`config.mk`:
```
export PLATFORM = sky130hd
export DESIGN_NAME = carregador_programa
export DESIGN_NICKNAME = d
export VERILOG_FILES = /design/src/rtl/carregador_programa_pkg.sv /design/src/rtl/carregador_programa_montador_palavra.sv /design/src/rtl/carregador_programa.sv
export SDC_FILE = /design/constraint.sdc
export NUM_CORES = 1
export LEC_CHECK = 0
export CAP_MARGIN = 20
export CORE_MARGIN = 5
export CORE_UTILIZATION = 61
export DETAILED_ROUTE_END_ITERATION = 16
export GPL_TIMING_DRIVEN = 0
export PLACE_DENSITY_LB_ADDON = 0.05
export SLEW_MARGIN = 15
export SYNTH_ARGS = -nofsm -noshare
export SYNTH_HDL_FRONTEND = slang
export SYNTH_SLANG_ARGS = --single-unit
```
`constraint.sdc`:
```
create_clock -name clock -period 6.69 [get_ports clock]
set_clock_uncertainty 0.15 [all_clocks]
set_input_delay 1.0035 -clock clock [delete_from_list [all_inputs] [get_ports clock]]
set_output_delay 1.0035 -clock clock [all_outputs]
set_load 0.005 [all_outputs]
```
`src/rtl/carregador_programa_pkg.sv`:
```
// Shared definitions for the program loader: FSM state encoding and protocol constants.
package carregador_programa_pkg;

  typedef enum logic [3:0] {
    StIdle   = 4'd0,
    StLenHi  = 4'd1,
    StLenLo  = 4'd2,
    StDataHi = 4'd3,
    StDataLo = 4'd4,
    StWrite  = 4'd5,
    StCheck  = 4'd6,
    StDone   = 4'd7,
    StError  = 4'd8
  } estado_t;

  localparam int unsigned LarguraPalavra = 16;
  localparam int unsigned PassoEndereco  = 2;

  // States in which the stream interface accepts a byte.
  function automatic logic aceita_byte(input estado_t estado);
    return (estado == StLenHi) || (estado == StLenLo) || (estado == StDataHi) ||
           (estado == StDataLo) || (estado == StCheck);
  endfunction

  // States that belong to an in-progress load.
  function automatic logic em_carga(input estado_t estado);
    return aceita_byte(estado) || (estado == StWrite);
  endfunction

endpackage

```
`src/rtl/carregador_programa_montador_palavra.sv`:
```
// Assembles big-endian byte pairs into a word and keeps the running XOR of data bytes.
module montador_palavra
  import carregador_programa_pkg::*;
(
  input  logic                      clock,
  input  logic                      reset,
  input  logic                      clear,
  input  logic                      load_hi,
  input  logic                      load_lo,
  input  logic [7:0]                byte_in,
  output logic [LarguraPalavra-1:0] palavra,
  output logic [7:0]                checksum
);

  logic [7:0] hi_q, hi_d;
  logic [7:0] lo_q, lo_d;
  logic [7:0] chk_q, chk_d;

  always_comb begin
    hi_d  = hi_q;
    lo_d  = lo_q;
    chk_d = chk_q;
    if (clear) begin
      hi_d  = '0;
      lo_d  = '0;
      chk_d = '0;
    end else if (load_hi) begin
      hi_d  = byte_in;
      chk_d = chk_q ^ byte_in;
    end else if (load_lo) begin
      lo_d  = byte_in;
      chk_d = chk_q ^ byte_in;
    end
  end

  always_ff @(posedge clock) begin
    if (reset) begin
      hi_q  <= '0;
      lo_q  <= '0;
      chk_q <= '0;
    end else begin
      hi_q  <= hi_d;
      lo_q  <= lo_d;
      chk_q <= chk_d;
    end
  end

  assign palavra  = {hi_q, lo_q};
  assign checksum = chk_q;

endmodule

```
`src/rtl/carregador_programa.sv`:
```
// Program loader: receives a length-prefixed byte stream, writes 16-bit words into
// instruction memory and holds the processor in reset until the checksum is verified.
module carregador_programa
  import carregador_programa_pkg::*;
#(
  parameter logic [15:0] ADDR_BASE = 16'h0000,
  parameter int unsigned MAX_WORDS = 256
) (
  input  logic        clock,
  input  logic        reset,
  input  logic        start,
  input  logic [7:0]  byte_in,
  input  logic        byte_valid,
  output logic        byte_ready,
  output logic        mem_escrita,
  output logic [15:0] mem_endereco,
  output logic [15:0] mem_dado,
  output logic        cpu_reset,
  output logic        ocupado,
  output logic        pronto,
  output logic        erro
);

  localparam logic [16:0] MaxWords = 17'(MAX_WORDS);
  localparam logic [15:0] Passo    = 16'(PassoEndereco);

  estado_t estado_q, estado_d;
  logic [15:0] endereco_q, endereco_d;
  logic [15:0] len_q, len_d;
  logic [15:0] contador_q, contador_d;
  logic [7:0]  len_hi_q, len_hi_d;

  logic        transfer;
  logic        load_hi, load_lo, limpa;
  logic [15:0] n_rx;
  logic [15:0] contador_inc;
  logic [LarguraPalavra-1:0] palavra;
  logic [7:0]  checksum;

  montador_palavra u_montador (
    .clock    (clock),
    .reset    (reset),
    .clear    (limpa),
    .load_hi  (load_hi),
    .load_lo  (load_lo),
    .byte_in  (byte_in),
    .palavra  (palavra),
    .checksum (checksum)
  );

  assign transfer     = byte_valid & byte_ready;
  assign n_rx         = {len_hi_q, byte_in};
  assign contador_inc = contador_q + 16'd1;

  always_comb begin
    estado_d   = estado_q;
    endereco_d = endereco_q;
    len_d      = len_q;
    contador_d = contador_q;
    len_hi_d   = len_hi_q;
    load_hi    = 1'b0;
    load_lo    = 1'b0;
    limpa      = 1'b0;

    unique case (estado_q)
      StIdle, StDone, StError: begin
        if (start) begin
          estado_d   = StLenHi;
          endereco_d = ADDR_BASE;
          contador_d = '0;
          limpa      = 1'b1;
        end
      end
      StLenHi: begin
        if (transfer) begin
          len_hi_d = byte_in;
          estado_d = StLenLo;
        end
      end
      StLenLo: begin
        if (transfer) begin
          len_d = n_rx;
          if ({1'b0, n_rx} > MaxWords) begin
            estado_d = StError;
          end else if (n_rx == 16'd0) begin
            estado_d = StCheck;
          end else begin
            estado_d = StDataHi;
          end
        end
      end
      StDataHi: begin
        if (transfer) begin
          load_hi  = 1'b1;
          estado_d = StDataLo;
        end
      end
      StDataLo: begin
        if (transfer) begin
          load_lo  = 1'b1;
          estado_d = StWrite;
        end
      end
      StWrite: begin
        // Address and counter advance once the strobe cycle is over.
        endereco_d = endereco_q + Passo;
        contador_d = contador_inc;
        estado_d   = (contador_inc == len_q) ? StCheck : StDataHi;
      end
      StCheck: begin
        if (transfer) begin
          estado_d = (byte_in == checksum) ? StDone : StError;
        end
      end
      default: estado_d = StIdle;
    endcase
  end

  always_ff @(posedge clock) begin
    if (reset) begin
      estado_q   <= StIdle;
      endereco_q <= ADDR_BASE;
      len_q      <= '0;
      contador_q <= '0;
      len_hi_q   <= '0;
    end else begin
      estado_q   <= estado_d;
      endereco_q <= endereco_d;
      len_q      <= len_d;
      contador_q <= contador_d;
      len_hi_q   <= len_hi_d;
    end
  end

  always_comb begin
    byte_ready   = aceita_byte(estado_q);
    mem_escrita  = (estado_q == StWrite);
    mem_endereco = endereco_q;
    mem_dado     = mem_escrita ? palavra : '0;
    ocupado      = em_carga(estado_q);
    // A failed load keeps the processor in reset so a partial image never runs.
    cpu_reset    = ocupado | (estado_q == StError);
    pronto       = (estado_q == StDone);
    erro         = (estado_q == StError);
  end

endmodule
```
**After elaboration in Yosys (flattened, before gate mapping)**

Index checks and enable logic that the tools add are counted.

- Flip-flop bits (word level): 84
- Bits of input ports: 12

- Mux-type cells: 22
- $add $sub $neg: 2
- Reductions and logical operators: 16
- Eq/ne operators: 16
- Order comparisons: 1
- Bitwise logic cells: 4

Operators with widths:

| operator | count |
|---|---|
| 16-bit case mux with 2 select lines | 2 |
| 16-bit two-way mux | 2 |
| 4-bit two-way mux | 8 |
| 4-bit case mux with 7 select lines | 1 |
| 16-bit by 1-bit adder with 16-bit output, second input constant | 1 |
| 16-bit by 2-bit adder with 16-bit output, second input constant | 1 |
| 16-bit == test | 1 |
| 4-bit by 3-bit == test with 1-bit output, second input constant | 4 |
| 16-bit by 9-bit > comparator with 1-bit output, second input constant | 1 |
| 16-bit zero test | 1 |
| 8-bit two-way mux | 2 |
| 2-bit != test, second input constant | 6 |
| 4-bit by 2-bit == test with 1-bit output, second input constant | 2 |
| 8-bit == test | 1 |
| 2-bit AND reduction | 4 |
| 8-bit bitwise XOR | 1 |
| 3-bit two-way mux | 2 |
| 6-bit AND reduction | 1 |
| 1-bit logical OR | 5 |
| 1-bit two-way mux | 5 |
| 4-bit by 1-bit == test with 1-bit output, second input constant | 1 |
| 4-bit == test, second input constant | 1 |
| 4-bit zero test | 1 |
| 2-bit nonzero test | 2 |
| 5 further kinds | 5 |

**Depth between registers and ports, before layout**

Gate-level depths: netlist of the first run.

- Word-level depth: 10
- Mapped depth: 9
- Depth with buffers taken out: 8

**By module**

A second synthesis of the first run with hierarchy kept.

- Cells, all modules: 554
- Area, all modules: 4,408.0 µm²

By module, submodules not included:

| module | times used | cells an instance | area each (µm²) | sequential area each (µm²) |
|---|---|---|---|---|
| carregador_programa | 1 | 456 | 3,492.1 | 1,181.1 |
| montador_palavra | 1 | 98 | 915.9 | 480.5 |

**Least setup slack after synthesis of the first run**

OpenSTA, ideal clock, no wires.

- Path type: register -> output
- From: register estado_q[1]
- To: output port mem_dado[10]
- Cell stages (with the launch flop): 8
- Data arrival time: 1.559 ns
- Setup slack: 3.977 ns
- Path buffers: 3
- Required time: 5.536 ns
- Path through: dfxtp_1 -> buf_2 -> nor2_1 -> nand3_1 -> inv_1 -> clkbuf_1 -> clkbuf_1 -> and2_1

- Longest elaborated chain between the ends: 2

RTL lines:

| what | line | text |
|---|---|---|
| start: declaration | carregador_programa.sv:27 | `estado_t estado_q, estado_d;` |
| start signal: assignment | carregador_programa.sv:121 | `estado_q <= StIdle;` |
| start signal: assignment | carregador_programa.sv:127 | `estado_q <= estado_d;` |
| 4-bit by 3-bit == test with 1-bit output | carregador_programa.sv:137 | `mem_escrita = (estado_q == StWrite);` |
| named net mem_escrita | carregador_programa.sv:15 | `output logic mem_escrita,` |
| 16-bit two-way mux | carregador_programa.sv:139 | `mem_dado = mem_escrita ? palavra : '0;` |
| end: declaration | carregador_programa.sv:17 | `output logic [15:0] mem_dado,` |

The timed path passes the listed nets, and every way through them passes these cells.

**Worst setup path after layout of the first run**

- From: register estado_q[1]
- To: output port mem_dado[15]

- Longest elaborated chain between the ends: 2

RTL lines:

| what | line |
|---|---|
| 4-bit by 3-bit == test with 1-bit output | carregador_programa.sv:137 |
| 16-bit two-way mux | carregador_programa.sv:139 |

No other way between the ends.

==> results.py, run 1 <==
metrics = {
    "logic_synthesis": {
        "synth_top_family_by_area": "simple AND/OR/NAND/NOR gates",
        "yosys_register_bits": 83,
        "syn_nets": 540,
        "syn_avg_cell_area_sq_um": 8.23,
        "muxShareOfSynthArea_pct": 9.74,
        "synth_cell_type_count": 58,
        "synth-simple-area-share_pct": 27.0,
        "synth_warnings": 0,
        "synth_edf_count": 0,
        "yosysSeqAreaShare_pct": 38.4,
        "synth_compound_area_share_pct": 11.0,
        "synth_flop_cell": "dfxtp_1",
        "ys_async_sr_fraction_pct": 0,
        "synthAdderAreaFrac_pct": 0.578,
        "netlist_area_sq_um": 4330,
        "syn_inst": 526,
        "synthXorXnorAreaFrac_pct": 8.50,
    },
    "die": {
        "die_y_um": 94.2,
        "rows": 30,
        "die-area_sq_um": 8880,
        "io_pins": 50,
        "die_x_um": 94.2,
        "coreArea_sq_um": 6870,
        "start_util_pct": 63.0,
    },
    "detailed_routing": {
        "wl_met2_mm": 5.08,
        "wl_per_cell_um": 16.3,
        "dr.max_layer_used": "met4",
        "drt-met1-wl_mm": 5.10,
        "routed-wl-met3_um": 714,
        "vias": 4005,
        "drt_wl_total_mm": 11.1,
        "viasPerCell": 5.86,
        "drc": 0,
        "drtIter0Drc": 242,
        "drtAntennaViolNets": 0,
        "firstDrtPassIters": 7,
    },
    "min_path": {
        "hold_depth": 2,
        "min_path_type": "reg -> reg",
    },
    "clock_network": {
        "cts_buffers": 9,
        "postCtsHoldBufs": 0,
        "cts_tree": "yes",
        "cts_buffer_depth": 2,
        "clock_latency_ns": 0.36,
        "root_buffer": "clkbuf_8",
        "post_cts_buffers": 0,
        "cts.sinks": 83,
        "cts_max_level": 3,
        "cts_resized": 0,
        "clk_pin_slew_worst_paths_ns": 0.09,
    },
    "global_routing": {
        "grt_max_degree": 16,
        "grt_pass1_vias": 3779,
        "grt_pass1_wl_mm": 18.5,
        "antenna_found_initial": 0,
        "gr-total-overflow": 0,
        "track_usage_pct": 26.4,
    },
    "timing": {
        "hold_violations": 0,
        "tightestPinTransition_ns": 0.667,
        "fmax_mhz": 232,
        "fin_crit_ns": 4.31,
        "min_period_over_period_pct": 64.4,
        "maxSlewViolCount": 0,
        "finalWorstSetupSlack_ns": 2.38,
        "maxSlewHeadroom_pct": 55.5,
        "rsz0062_at_grt": "false",
        "finalSetupViolCount": 0,
        "tns_ns": 0,
    },
    "setup_path": {
        "cpMaxStageDelayCell": "clkdlybuf4s50_1",
        "rr_worst_depth": 7,
        "worstPathRequired_ns": 5.54,
        "worstSetupPathDepth": 8,
        "r2r_slack_ns": 3.97,
        "cp_max_fo": 10,
        "cp_num_buf_inv": 5,
        "crit_top_cell": "clkbuf_1",
        "crit_path_start_kind": "flop",
        "critical_path_class": "reg -> out",
        "cp_cell_sequence": "buf_2 -> nor2_1 -> nand3_1 -> inv_1 -> clkbuf_1 -> clkbuf_1 -> and2_1 -> clkdlybuf4s50_1",
        "max_stage_delay_ns": 0.50,
        "critPathTopFamily": "buffers and inverters",
        "endpoint_kind": "output pin",
        "arrival_ns": 3.16,
    },
    "final_layout": {
        "n_antenna_cell": 0,
        "drive_above_1_share_pct": 6.46,
        "stdcell_area_sq_um": 5130,
        "fin_util_pct": 74.7,
        "area_delta_synth_final_pct": 18.6,
        "nets": 597,
    },
    "placed_design": {
        "place_area_sq_um": 4910,
        "pre_cts_ws_ns": 2.88,
        "io_buffers": 46,
        "gp_congestion": 0.897,
        "dp_hpwl_mm": 7.93,
    },
    "pwr": {
        "vdd_drop_max_mv": 0.224,
        "combPwrFrac_pct": 24.8,
        "p_seq_share_pct": 42.1,
        "switching_share_pct": 31.9,
        "p_sw_w": 0.000400,
        "p_total_w": 0.00125,
        "powerDensity_nw_per_um2": 244,
        "clkPwrFrac_pct": 33.0,
        "p_int_w": 0.000852,
        "power.leakage_nw": 2.04,
    },
    "flow_run": {
        "drv_cap": 0,
    },
    "status": {
        "outcome": "complete, no violations",
    },
}
power by group through the flow:
stage	clock network, W	logic (W)	registers, W
final	0.000413	0.000311	0.000528
after detailed placement	0	0.000303	0.000539
after CTS	0.000418	0.000306	0.000527
after global routing	0.000439	0.000336	0.000530
after floorplan	0	0.000209	0.000534
after global placement	0	0.000297	0.000538
metal layers:
layer  vias to the layer above  track usage [%]
met5                         -                0
met4                         0             11.6
met3                        28             4.01
met2                       158             42.2
met1                      1883             35.1
li1                       1936                -
final timing paths:
kind | start | to
worst max register to register | contador_q[0]$_SDFFE_PP0P_ | estado_q[0]$_SDFFE_PP0P_
worst max-delay path | estado_q[1]$_SDFFE_PP0P_ | mem_dado[15]
worst min register to register | u_montador.hi_q[3]$_SDFFE_PP0P_ | u_montador.hi_q[3]$_SDFFE_PP0P_
worst min-delay path | u_montador.hi_q[3]$_SDFFE_PP0P_ | u_montador.hi_q[3]$_SDFFE_PP0P_
cells in the mapped netlist, drive strengths merged, types with 2 or more instances:
cell type,instances,share of area (%)
nor2,89,7.7
xnor2,15,3.0
a21boi,2,0.35
a31oi,3,0.43
xor2,27,5.5
o211ai,4,0.69
nand3b,3,0.52
nand4,11,1.9
inv,7,0.61
nor2b,2,0.29
a2bb2oi,2,0.40
nand2b,3,0.43
or3,8,1.3
a21oi,31,3.6
o22ai,3,0.43
a22oi,2,0.35
a311oi,2,0.40
and2,19,2.7
ha,2,0.58
o21ai,23,2.7
nand3,16,2.1
or4,3,0.52
dfxtp,83,38
nor3,16,2.0
buf,11,1.4
clkbuf,24,2.8
mux2i,41,9.5
nor4,12,1.9
and3,6,0.90
nand2,40,3.5
layout by cell type (no fill, tap or decap), types with 18 or more instances in the layout:
master,n
mux2i_1,41
dfxtp_1,83
a21oi_1,31
clkdlybuf4s50_1,46
and2_1,18
clkbuf_1,20
o21ai_0,22
nand2_1,40
nor2_1,89
xor2_1,27
stage by stage:
| step | std cells | hold WS (ns) |
|---|---|---|
| floorplan | 526 | 0.305 |
| global placement | 668 | 0.319 |
| detailed placement | 668 | 0.327 |
| CTS | 684 | 0.348 |
| global route | 684 | 0.374 |
| finish | 684 | 0.343 |
logic make-up after synthesis:
family	count (synthesis)
and+or+nand+nor	234
DFF	83
AOI/OAI and AO/OA	80
xor gates and xnor gates	42
muxes	42
buffers and inverters	42
adders and majority gates	2
other	1
state kept, by name, indices dropped and copies added, names as in the netlist:
name                 flops
contador_q              16
estado_q                 4
len_hi_q                 8
len_q                   16
mem_endereco            15
u_montador.checksum      8
u_montador.hi_q          8
u_montador.lo_q          8
layout make-up:
type                    count  area [sq um]
flip-flops and latches     83          1660
fillers                   542          1740
multi-input cells         401          2460
inverters                   7          26.3
well taps                  96           120
plain buffers              35           180
repair buffers             46           460
clock inverters             7          98.8
clock buffers               9           124
worst register-to-register path, stage by stage (launching register included):
cell and delay (ns):
dfxtp_1 0.51, ha_1 0.36, nand4_1 0.25, nor4_1 0.48, xnor2_1 0.18, o2111ai_1 0.16, nor4_2 0.39, o22ai_1 0.11
Power figures use the tool's default switching activity.
==> inputs of run 2 (changes only) <==
CORE_UTILIZATION = 51   (was 61)
clock period = 3.77 ns   (was 6.69 ns; I/O delays follow)
==> results.py, run 2 (same netlist as run 1, synthesis figures left out) <==
metrics = {
    "die": {
        "die-area_sq_um": 10400,
        "coreArea_sq_um": 8260,
        "io_pins": 50,
        "start_util_pct": 52.4,
        "die_x_um": 102,
        "rows": 33,
        "die_y_um": 102,
    },
    "clock_network": {
        "postCtsHoldBufs": 0,
        "cts_buffer_depth": 2,
        "root_buffer": "clkbuf_8",
        "cts.sinks": 83,
        "post_cts_buffers": 0,
        "clk_pin_slew_worst_paths_ns": 0.09,
        "cts_buffers": 9,
        "clock_latency_ns": 0.36,
        "cts_max_level": 3,
        "cts_tree": "yes",
    },
    "detailed_routing": {
        "drt_wl_total_mm": 11.2,
        "vias": 3948,
        "firstDrtPassIters": 5,
        "drc": 0,
        "viasPerCell": 5.70,
        "drtAntennaViolNets": 0,
        "wl_per_cell_um": 16.2,
        "drtIter0Drc": 186,
    },
    "global_routing": {
        "antenna_found_initial": 0,
        "grt_pass1_vias": 3642,
        "gr-total-overflow": 0,
        "grt_max_degree": 17,
        "grt_pass1_wl_mm": 18.2,
        "track_usage_pct": 22.2,
    },
    "final_layout": {
        "area_delta_synth_final_pct": 18.6,
        "most-common-layout-cells": "nor2_1, dfxtp_1, clkdlybuf4s50_1, mux2i_1, nand2_1",
        "final_common_cell": "nor2_1",
        "finalNonFillerCells": 693,
        "nets": 597,
        "n_antenna_cell": 0,
        "drive_above_1_share_pct": 6.97,
    },
    "timing": {
        "tightestPinTransition_ns": 0.739,
        "maxSlewViolCount": 0,
        "min_period_over_period_pct": 92.9,
        "fmax_mhz": 286,
        "finalSetupViolCount": 0,
        "rsz0062_at_grt": "false",
        "hold_violations": 0,
        "fin_crit_ns": 3.50,
        "holdWs_ns": 0.341,
        "tns_ns": 0,
        "maxSlewHeadroom_pct": 50.4,
        "finalWorstSetupSlack_ns": 0.267,
    },
    "setup_path": {
        "crit_path_start_kind": "flop",
        "cp_max_fo": 10,
        "endpoint_kind": "output pin",
        "arrival_ns": 2.79,
        "critical_path_class": "reg -> out",
        "worstPathRequired_ns": 3.05,
    },
    "placed_design": {
        "pre_cts_ws_ns": 0.376,
        "dp.cells": 677,
        "dp_hpwl_mm": 8.15,
        "gp_congestion": 0.888,
        "io_buffers": 46,
    },
    "pwr": {
        "vdd_drop_max_mv": 0.221,
        "powerDensity_nw_per_um2": 421,
        "power.leakage_nw": 2.04,
    },
    "status": {
        "outcome": "complete, no violations",
    },
    "min_path": {
        "min_path_type": "reg -> reg",
    },
    "flow_run": {
        "drv_cap": 0,
    },
}
## run 2: cell types whose count changed in the layout (fill, tap and decap cells not counted)
cell	previous run	this run
clkbuf_1	20	17
clkbuf_2	1	4
clkinv_4	0	2
bufinv_16	2	1
clkinv_2	1	0
inv_6	3	2
inv_8	0	1
## run 2: path summary, 6_finish.rpt
kind	slack, ns	from	to	depth (start not counted)
worst max-delay path	0.27	estado_q[1]$_SDFFE_PP0P_	mem_dado[15]	8
worst min-delay path	0.34	u_montador.hi_q[1]$_SDFFE_PP0P_	u_montador.hi_q[1]$_SDFFE_PP0P_	2
worst max register to register	1.11	contador_q[0]$_SDFFE_PP0P_	estado_q[0]$_SDFFE_PP0P_	7
worst min register to register	0.34	u_montador.hi_q[1]$_SDFFE_PP0P_	u_montador.hi_q[1]$_SDFFE_PP0P_	2
## run 2: report_power, final
group / switching, W / internal (W)
registers: 0.0000248 / 0.000911
clock network: 0.000360 / 0.000318
logic: 0.000328 / 0.000221
## run 2: cell type report
type / instances / area [sq um]
well taps: 105 / 131
inverters: 7 / 26.3
flip-flops and latches: 83 / 1660
clock inverters: 7 / 83.8
repair buffers: 46 / 460
multi-input cells: 401 / 2460
clock buffers: 9 / 124
plain buffers: 35 / 184
fillers: 745 / 3130
## run 2: stage by stage
| stage | util, % | power, W | instance area [sq um] |
|---|---|---|---|
| detailed placement | 59.6 | 0.00150 | 4920 |
| CTS | 62.1 | 0.00217 | 5130 |
| finish | 62.2 | 0.00216 | 5130 |
| global route | 62.2 | 0.00229 | 5130 |
| floorplan | - | 0.00132 | 4330 |
| global placement | 59.6 | 0.00149 | 4920 |
## run 2: layer usage
| layer | vias to the layer above | part of all wire, % | track usage (%) |
|---|---|---|---|
| met1 | 1841 | 47 | 30.5 |
| met3 | 24 | 6.3 | 4.78 |
| met4 | 0 | 1.9 | 7.47 |
| met5 | - | 0 | 0 |
| met2 | 146 | 45 | 34.6 |
| li1 | 1937 | - | - |
## run 2: repair_timing
item                                    in CTS  in global routing
endpoints found under the setup margin      16                 16
resized for setup                            1                  4
pin swaps                                    0                  0
## run 2: worst max-delay path: stages (launching register included)
cell and delay, ns:
dfxtp_1 0.32, buf_2 0.17, nor2_1 0.25, nand3_1 0.28
inv_1 0.19, clkbuf_2 0.28, clkbuf_2 0.27, and2_1 0.17
clkdlybuf4s50_1 0.50
==> variant, RTL diff (config.mk and constraints of run 2) <==
Reset style: asynchronous (`reset`), changed in 2 clocked blocks.
--- a/src/rtl/carregador_programa_montador_palavra.sv
+++ b/src/rtl/carregador_programa_montador_palavra.sv
@@ -35,3 +35,3 @@
 
-  always_ff @(posedge clock) begin
+  always_ff @(posedge clock or posedge reset) begin
     if (reset) begin
--- a/src/rtl/carregador_programa.sv
+++ b/src/rtl/carregador_programa.sv
@@ -118,3 +118,3 @@
 
-  always_ff @(posedge clock) begin
+  always_ff @(posedge clock or posedge reset) begin
     if (reset) begin
Behaviour: differs if reset is asserted again (counterexample within 4 cycles, from zero or initial values and one cycle with reset high); with reset held inactive, the same outputs for 10 cycles.
==> variant against run 2 <==
  * Cell area increased by 6.0%
  * Routed wire length decreased by 3.0%
  * Global-route usage decreased by 1.5 points
  * Die area increased by 6.1%
  * Non-clock buffer count decreased by 6
  * Worst setup slack improved by 0.21 ns
  * Area after synthesis increased by 6.8%
  * Synthesized cell count decreased by 12%
  * Sequential cell count unchanged
Power is not compared: it rests on default switching activity, and its combinational part moved more than twofold at a synthesized area within 25%.
==> variant: results (changes against run 2) <==
status: "finished, final reports clean"
fin_area_um2: 5440  # +6.0%
hold_path.startpoint: "mem_endereco[12]"
reg2reg_setup_slack_ns: 1.28  # +0.17 ns
vias_in_the_first_global_route: 3674  # +0.88%
arrival_ns: 2.58  # -0.21 ns
ys_async_sr_fraction_pct: 100  # +100 points
clockBufferCount: 10  # +1
io_buffer_count: 47  # +2.2%
grt.total_usage_pct: 20.6  # -1.5 points
avgRoutedWirePerCell_um: 17.1  # +5.7%
route.detailed.vias_per_inst: 5.67  # -0.48%
grt_first_pass_wirelength_um: 18600  # +2.5%
worst_r2r_startpoint: "contador_q[0]"
nets: 537  # -10%
max_slew_margin_pct: 56.3  # +5.9 points
postSynthNetCount: 478  # -11%
globalplace.congestion: 0.885  # -0.30%
buffer_area_share_pct: 11.9  # -0.68 points
critical_path.reg2reg.endpoint: "estado_q[0]"
buffers_excl_clock: 75  # -7.4%
clk_share_pct: 3.29  # -0.76 points
seq-cell-share_pct: 38.2  # +5.8 points
synth_top_flop_cell: "sky130_fd_sc_hd__dfrtp_1"
overall_die_area_um2: 11100  # +6.1%
layout_min_cycle_time_ns: 3.29  # -0.211 ns
num-multi-input-gates: 348  # -13%
drt_iter0_drc: 166  # -11%
holdPathEnd: "mem_endereco[12]"
multi_input_gate_share_of_the_layout_cell_area_pct: 43.7  # -4.2 points
post-place-ws_ns: 0.834  # +0.458 ns
whs_path_depth: 1  # -1
synth.distinct_cells: 64  # +10%
netlist_top_cells_area: "sky130_fd_sc_hd__dfrtp_1 (45%), sky130_fd_sc_hd__mux2_2 (5.4%), sky130_fd_sc_hd__xor2_1 (4.9%)"
post_cts_resized: 0  # -1
pin_count_of_the_biggest_net_entering_global_routing: 57  # +40
final.fill_count: 767  # +3.0%
non_clock_inverter_count: 6  # -1
[variant: changes by cell type in the layout (fill, tap and decap cells not counted), moves of 7 or more]
cell                              run 2  this run
sky130_fd_sc_hd__mux2_2               1        22
sky130_fd_sc_hd__dfrtp_1              0        83
sky130_fd_sc_hd__nor3_1              15         4
sky130_fd_sc_hd__o31ai_1              0         8
sky130_fd_sc_hd__dfxtp_1             83         0
sky130_fd_sc_hd__nor2_1              89        34
sky130_fd_sc_hd__nor2_2               0         7
sky130_fd_sc_hd__o21ai_0             22        29
sky130_fd_sc_hd__mux2i_1             41        21
sky130_fd_sc_hd__clkbuf_1            17         7
sky130_fd_sc_hd__buf_2                5        13
sky130_fd_sc_hd__nand2_1             40        52
sky130_fd_sc_hd__a21oi_1             31         6
[variant: how the worst max path moves through the flow]
stage | from | to | cells past startpoint
finish | estado_q[1] | mem_dado[10] | 6
global route | estado_q[1] | mem_dado[8] | 6
floorplan | reset | contador_q[0] | 1
detailed placement | estado_q[1] | ocupado | 6
global placement | reset | mem_endereco[9] | 2
CTS | estado_q[1] | ocupado | 6
[variant: through the flow]
| step | total power [W] | hold WS [ns] | std cells |
|---|---|---|---|
| floorplan | 0.00232 | 0.319 | 464 |
| global placement | 0.00267 | 0.329 | 619 |
| detailed placement | 0.00271 | 0.337 | 620 |
| CTS | 0.00331 | 0.348 | 636 |
| global route | 0.00354 | 0.382 | 636 |
| finish | 0.00329 | 0.346 | 636 |
[variant: where the power goes]
group	internal (W)	leakage, nW	total (W)	switching [W]
logic	0.000634	1.21	0.00128	0.000649
clock network	0.000256	0.0843	0.000599	0.000343
registers	0.00118	1.09	0.00141	0.000234
total	0.00207	2.39	0.00329	0.00123
[variant: worst max-delay path, stage by stage, from the launching register on]
cell and delay [ns]:
sky130_fd_sc_hd__dfrtp_1 0.40, sky130_fd_sc_hd__buf_2 0.19, sky130_fd_sc_hd__nand4bb_4 0.28, sky130_fd_sc_hd__clkinv_1 0.18, sky130_fd_sc_hd__clkbuf_1 0.44, sky130_fd_sc_hd__and2_1 0.21
sky130_fd_sc_hd__clkdlybuf4s50_1 0.50
[variant: cell families (layout without fill, tap and decap cells)]
family                     count (synthesis)  count (layout)  synth area share, %
other                                      1               1               0.0811
DFF                                       83              83                 44.9
buffers and inverters                     33              97                 3.68
AOI/OAI and AO/OA                         81              81                 11.4
adders and majority gates                  2               2                0.541
xor gates and xnor gates                  39              39                 7.71
muxes                                     43              43                 9.90
and+or+nand+nor                          182             182                 21.7
[variant: routing by layer]
| layer | track usage [%] | vias up | routed length, um |
|---|---|---|---|
| met3 | 2.69 | 12 | 406 |
| met4 | 6.12 | 0 | 158 |
| li1 | - | 1758 | - |
| met2 | 33.3 | 87 | 5120 |
| met5 | 0 | - | 0 |
| met1 | 29.1 | 1749 | 5200 |
